--- src/rtl/regfile_dumper.sv ---
// regfile_dumper: debug read-out engine for the register file.
// On a start pulse it walks read port A through r0..r(NUM_REGS-1), captures each value
// and streams it out over a valid/ready handshake with index and last-flag sideband.
// hold (== busy) asks the core to stall so no register writes occur during the dump.
//
// Ports:
//   clk        in   system clock, rising edge
//   rst        in   synchronous active-high reset
//   start      in   dump request, sampled only in IDLE
//   selRa      out  regfile read port A select (owned by this block while busy)
//   ra         in   regfile read port A data (combinational read of selRa)
//   dumpValid  out  dumpData/dumpIdx/dumpLast valid
//   dumpReady  in   consumer ready; beat accepted when dumpValid && dumpReady at edge
//   dumpData   out  captured register value
//   dumpIdx    out  register number of dumpData
//   dumpLast   out  high with the final register's beat
//   busy       out  high whenever not IDLE
//   hold       out  core stall request, equal to busy
//   done       out  one-cycle pulse at end of dump
module regfile_dumper #(
    parameter int unsigned DATA_WIDTH = 16,
    parameter int unsigned SEL_WIDTH  = 4,
    parameter int unsigned NUM_REGS   = 16
) (
    input  logic                  clk,
    input  logic                  rst,
    input  logic                  start,
    output logic [SEL_WIDTH-1:0]  selRa,
    input  logic [DATA_WIDTH-1:0] ra,
    output logic                  dumpValid,
    input  logic                  dumpReady,
    output logic [DATA_WIDTH-1:0] dumpData,
    output logic [SEL_WIDTH-1:0]  dumpIdx,
    output logic                  dumpLast,
    output logic                  busy,
    output logic                  hold,
    output logic                  done
);

    localparam logic [SEL_WIDTH-1:0] LAST_IDX = SEL_WIDTH'(NUM_REGS - 1);

    typedef enum logic [1:0] {
        S_IDLE,
        S_SETUP,
        S_SEND,
        S_DONE
    } state_e;

    state_e                  state_q, state_d;
    logic [SEL_WIDTH-1:0]    idx_q, idx_d;
    logic [DATA_WIDTH-1:0]   data_q, data_d;
    logic [SEL_WIDTH-1:0]    didx_q, didx_d;
    logic                    last_q, last_d;
    logic                    valid_q, valid_d;

    // State register
    always_ff @(posedge clk) begin
        if (rst) begin
            state_q <= S_IDLE;
            idx_q   <= '0;
            data_q  <= '0;
            didx_q  <= '0;
            last_q  <= 1'b0;
            valid_q <= 1'b0;
        end else begin
            state_q <= state_d;
            idx_q   <= idx_d;
            data_q  <= data_d;
            didx_q  <= didx_d;
            last_q  <= last_d;
            valid_q <= valid_d;
        end
    end

    // Next-state logic
    always_comb begin
        state_d = state_q;
        idx_d   = idx_q;
        data_d  = data_q;
        didx_d  = didx_q;
        last_d  = last_q;
        valid_d = valid_q;
        unique case (state_q)
            S_IDLE: begin
                if (start) begin
                    state_d = S_SETUP;
                    idx_d   = '0;
                end
            end
            S_SETUP: begin
                // selRa has been stable all cycle, so ra is settled at this edge
                data_d  = ra;
                didx_d  = idx_q;
                last_d  = (idx_q == LAST_IDX);
                valid_d = 1'b1;
                state_d = S_SEND;
            end
            S_SEND: begin
                if (valid_q && dumpReady) begin
                    valid_d = 1'b0;
                    // The index stops at the last register so it never wraps
                    if (idx_q == LAST_IDX) begin
                        state_d = S_DONE;
                    end else begin
                        idx_d   = idx_q + SEL_WIDTH'(1);
                        state_d = S_SETUP;
                    end
                end
            end
            S_DONE: begin
                state_d = S_IDLE;
            end
            default: begin
                state_d = S_IDLE;
            end
        endcase
    end

    // Output logic
    always_comb begin
        selRa     = '0;
        if (state_q == S_SETUP || state_q == S_SEND) begin
            selRa = idx_q;
        end
        busy      = (state_q != S_IDLE);
        hold      = (state_q != S_IDLE);
        done      = (state_q == S_DONE);
        dumpValid = valid_q;
        dumpData  = data_q;
        dumpIdx   = didx_q;
        dumpLast  = last_q;
    end

endmodule

--- config.mk ---
export PLATFORM = sky130hd
export DESIGN_NAME = regfile_dumper
export DESIGN_NICKNAME = d
export VERILOG_FILES = /design/src/rtl/regfile_dumper.sv
export SDC_FILE = /design/constraint.sdc
export NUM_CORES = 1
export LEC_CHECK = 0
export ABC_AREA = 1
export CORE_MARGIN = 5
export CORE_UTILIZATION = 40
export CTS_BUF_LIST = sky130_fd_sc_hd__clkbuf_8
export DETAILED_ROUTE_END_ITERATION = 10
export DONT_BUFFER_PORTS = 1
export PLACE_DENSITY = 0.64
export SLEW_MARGIN = 20
export SYNTH_ARGS = -nofsm -noshare
export SYNTH_HDL_FRONTEND = slang
export SYNTH_SLANG_ARGS = --single-unit
--- constraint.sdc ---
create_clock -name clk -period 1.4 [get_ports clk]
set_input_delay 0.28 -clock clk [delete_from_list [all_inputs] [get_ports clk]]
set_output_delay 0.28 -clock clk [all_outputs]
set_load 0.1 [all_outputs]
Yosys cells after proc, flatten, opt, wreduce, memory -nomap -nowiden
Index checks and enable logic that the tools add are counted.
{ "totals": {"reg_bits": 28} }
{ "classes": {"addsub": 1, "eq_ne": 7, "n_mux": 11, "reduce_logical": 9} }
{ "ops": {"columns": ["cell", "count"], "rows": [
  ["4-bit 2-to-1 mux", 4],
  ["2-bit case mux with 4 select lines", 1],
  ["4-bit case mux with 2 select lines", 1],
  ["2-bit 2-to-1 mux", 3],
  ["2-bit != test (second input constant)", 3],
  ["2-bit nonzero test", 3],
  ["4-bit by 1-bit adder with 4-bit output (second input constant)", 1],
  ["2-bit equality test (second input constant)", 2],
  ["4-bit equality test (second input constant)", 1],
  ["2-bit AND reduction", 2],
  ["4-bit AND reduction", 1],
  ["2-bit by 1-bit equality test with 1-bit output (second input constant)", 1],
  ["2-bit logical NOT", 1],
  ["1-bit case mux with 2 select lines", 1],
  ["1-bit logical AND", 1],
  ["1-bit logical OR", 1],
  ["1-bit 2-to-1 mux", 1]
]} }

Longest topological paths before layout
{ "depth": {"depth_word": 4, "mapped_depth": 9} }

Worst setup path before layout
OpenSTA, ideal clock, no wires.
{ "synth_timing": {"kind": "reg-to-output", "start": "register state_q[0]", "end": "output hold", "arrival_ps": 1656, "setup_slack_ps": -536, "stages_incl_launch_ff": 5, "path_buffers": 1, "path_cell_list": "dfxtp_1 > inv_1 > ha_1 > inv_1 > buf_4"} }
{ "synth_between": {"elab_chain_len": 1} }
{ "synth_rtl": {"columns": ["item", "line", "text"], "rows": [
  ["from (decl)", "49", "state_e state_q, state_d;"],
  ["from (signal assigned)", "66", "state_q <= state_d;"],
  ["2-bit nonzero test", null, null],
  ["to (decl)", "36", "output logic hold,"]
]} }
No other way between the ends.

Worst setup path in the final report
{ "layout_timing": {"start": "register state_q[0]", "end": "output selRa[3]"} }
{ "layout_between": {"elab_chain_len": 3, "word_cells_on_any_way": 4} }
{ "layout_rtl": {"columns": ["item", "line", "text"], "rows": [
  ["2-bit by 1-bit equality test with 1-bit output / 2-bit equality test (equally long branches)", "122", "if (state_q == S_SETUP || state_q == S_SEND) begin"],
  ["1-bit logical OR (*)", "122", null],
  ["4-bit 2-to-1 mux (*)", "122", null],
  ["to (decl)", "28", "output logic [SEL_WIDTH-1:0] selRa,"]
]} }
Mark *: on every way between the ends. The rest lies on a longest branch, timed or not.

==> run metrics <==
status=complete, but fails checks; failing checks=setup timing; DP Area=1595 µm²; Worst setup EP type=output port; CP max stage delay=about 350 ps; DR iter-0 viols=50; antenna-violating nets left=0; Layout Utilization=62.27%; Total GRT Usage=between 10 and 15%; MaxCap Viol Count=0; core area=2978 µm²; GRT met2 Usage=26.17%; Relative slew margins=77.60%; Clock Sinks=28; fin. max-slew vios=0; first-pass GRT wire length=4878 µm; Critical Path AT=1300 ps; via count=roughly 1200; Avg Cell Area, Syn=7.356 µm²; Post-DP HPWL=2186 µm; Residual DRC=0; Die Height=65.26 µm; Mapped Nets=191; Tmin final=~1600 ps; Clock Latency Late Sink=approximately 260 ps; setup violators final=11; ANT cells=0; RePlAce Congestion=0.8102; startpoint types=register; DR pass1 iterations=4; smallest hold slack=around 65 ps; # rows=20; Slew @ Worst Pin=around 340 ps; most frequent cells in the layout=nor2_1 (38), buf_4 (36), dfxtp_1 (25); final wirelength=3242 µm; largest net degree at the start of global routing=28; CTS root buf=clkbuf_8; Synth Area in Adders=5.123%; Post-Synth XOR/XNOR Area=0%; Die Area=4258 µm²; Final Non-Filler Cells=239; most used routing layer=met2; synth unique cells=19; mux contribution to synthesized area=0%; period utilisation layout=112.6%; IO Count=49; post-route cell area=between 1500 and 2000 µm²; I/O Buffers=0; average wire per standard cell=13.56 µm; Post-Syn Instances=between 150 and 200; antenna violations before repair=0; commonest non-fill, non-tap cell in the layout=nor2_1; largest family of logic cells by synthesized area=simple AND/OR/NAND/NOR gates; Compound-Gate Fraction of Synth Area=13.32%; crit path cell chain=inv_2 > ha_4 > nand2_2 > clkinvlp_4 > buf_12; Slowest-stage cell, CP=dfxtp_2; post-synthesis sequential area ratio=45.90%; grt ovf=0; Fillers=approximately 250; DR vias/cell=5.054; Crit Path Category=register to output port; die width=65.26 µm; Highest Clock Rate=about 0.63 GHz; Layout area overhead=51.84%; CTS Buf Count=3; #FFs+latches synth=28; PnR worst setup slack=-175.8 ps; global-route met3 utilization=3.761%; CTS max path bufs=2; simple-gate portion of the synthesized area=about 26%; Yosys warning count=0; RSZ-0062 raised after global routing=yes; synthesized area=1221 µm²; Max Clock Skew=roughly 5.5 ps; # placed instances=around 230; NumNets Final=233; met1 usage=15.75%; Starting Density=41.01%; Max FO, Critical Path=4; Worst Hold Class=input pin to register; layout cell share with drive strength beyond 1=roughly two fifths; H-tree Lvls=1; Crit path required time=1120 ps; Reg clk slew, reported paths=90 ps; vias in the first global route=between 1000 and 1500; TritonCTS clock tree=yes; count of final hold-check violations=0
-- metal layers --
metal | part of all wire [%] | vias to the layer above
li1 | - | 606
met1 | 41 | 550
met2 | 51 | 52
met3 | 8.2 | 0
met4 | 0 | 0
met5 | 0 | -
-- kinds of logic (layout without fill, tap and decap cells) --
kind of cell | count (synthesis) | after routing
AND/OR/NAND/NOR | 75 | 75
AO/OA/AOI/OAI | 31 | 31
flip-flops | 28 | 28
buffers and inverters | 27 | 67
adder cells (fa/ha/maj) | 5 | 5
-- flip-flops by register name (all words and copies together), names as in the netlist --
register and count:
dumpData 16, dumpIdx 4, idx_q 4, state_q 2
dumpLast 1, dumpValid 1
-- metrics by stage --
step / TNS, ps / worst slack [ps]
5_1_grt: -1753 / -228.1
2_1_floorplan: -289.3 / -202.8
3_5_place_dp: 0 / 14.03
4_1_cts: -723.4 / -183.6
6_report: -963.1 / -175.8
3_3_place_gp: 0 / 71.05
-- synth_stat cells --
| cell type | number | share of area [%] |
|---|---|---|
| a211oi_1 | 1 | 0.61 |
| a21oi_1 | 7 | 2.9 |
| buf_2 | 3 | 1.2 |
| buf_4 | 2 | 1.2 |
| buf_6 | 1 | 0.92 |
| clkbuf_1 | 2 | 0.61 |
| dfxtp_1 | 28 | 46 |
| ha_1 | 5 | 5.1 |
| inv_1 | 16 | 4.9 |
| inv_2 | 3 | 0.92 |
| nand2_1 | 22 | 6.8 |
| nand2_2 | 2 | 1.0 |
| nand3_1 | 4 | 1.6 |
| nand3_2 | 1 | 0.82 |
| nand4_1 | 3 | 1.5 |
| nor2_1 | 39 | 12 |
| nor2_2 | 4 | 2.0 |
| o211ai_1 | 2 | 1.2 |
| o21ai_0 | 21 | 8.6 |
-- worst max-delay path: cells and delay by family (launching register included) --
family,cells,cell delay [ps]
DFF,1,350
buffers and inverters,3,300
and+or+nand+nor,1,70
adders and majority gates,1,300
-- final cells by class --
| cell class | instances | area (µm²) | area share (%) |
|---|---|---|---|
| inverter | 19 | 105.1 | 5.668 |
| timing repair buffer | 45 | 446.7 | 24.09 |
| multi-input combinational | 111 | 655.6 | 35.36 |
| sequential | 28 | 564.3 | 30.43 |
| tap | 33 | 41.29 | 2.227 |
| clock buffer | 3 | 41.29 | 2.227 |
-- path summary, 6_finish.rpt --
| check | to | cells past startpoint | slack (ps) | from |
|---|---|---|---|---|
| max | selRa[3] | 5 | -180 | state_q[0] |
| min | dumpValid | 1 | 60 | rst |
| max reg2reg | idx_q[3] | 10 | -90 | state_q[0] |
| min reg2reg | dumpLast | 2 | 510 | dumpLast |
-- what timing repair did --
item / 4_1_cts / 5_1_grt
hold buffers: 0 / 0
pin swaps: 0 / 4
cloned: 0 / 1
resized for setup: 4 / 27
setup buffers: 5 / 6
endpoints found under the setup margin: 8 / 29
Power is left out: the tool's default activity adds up to more than one toggle a clock period on the data nets, which glitch-free logic cannot reach.
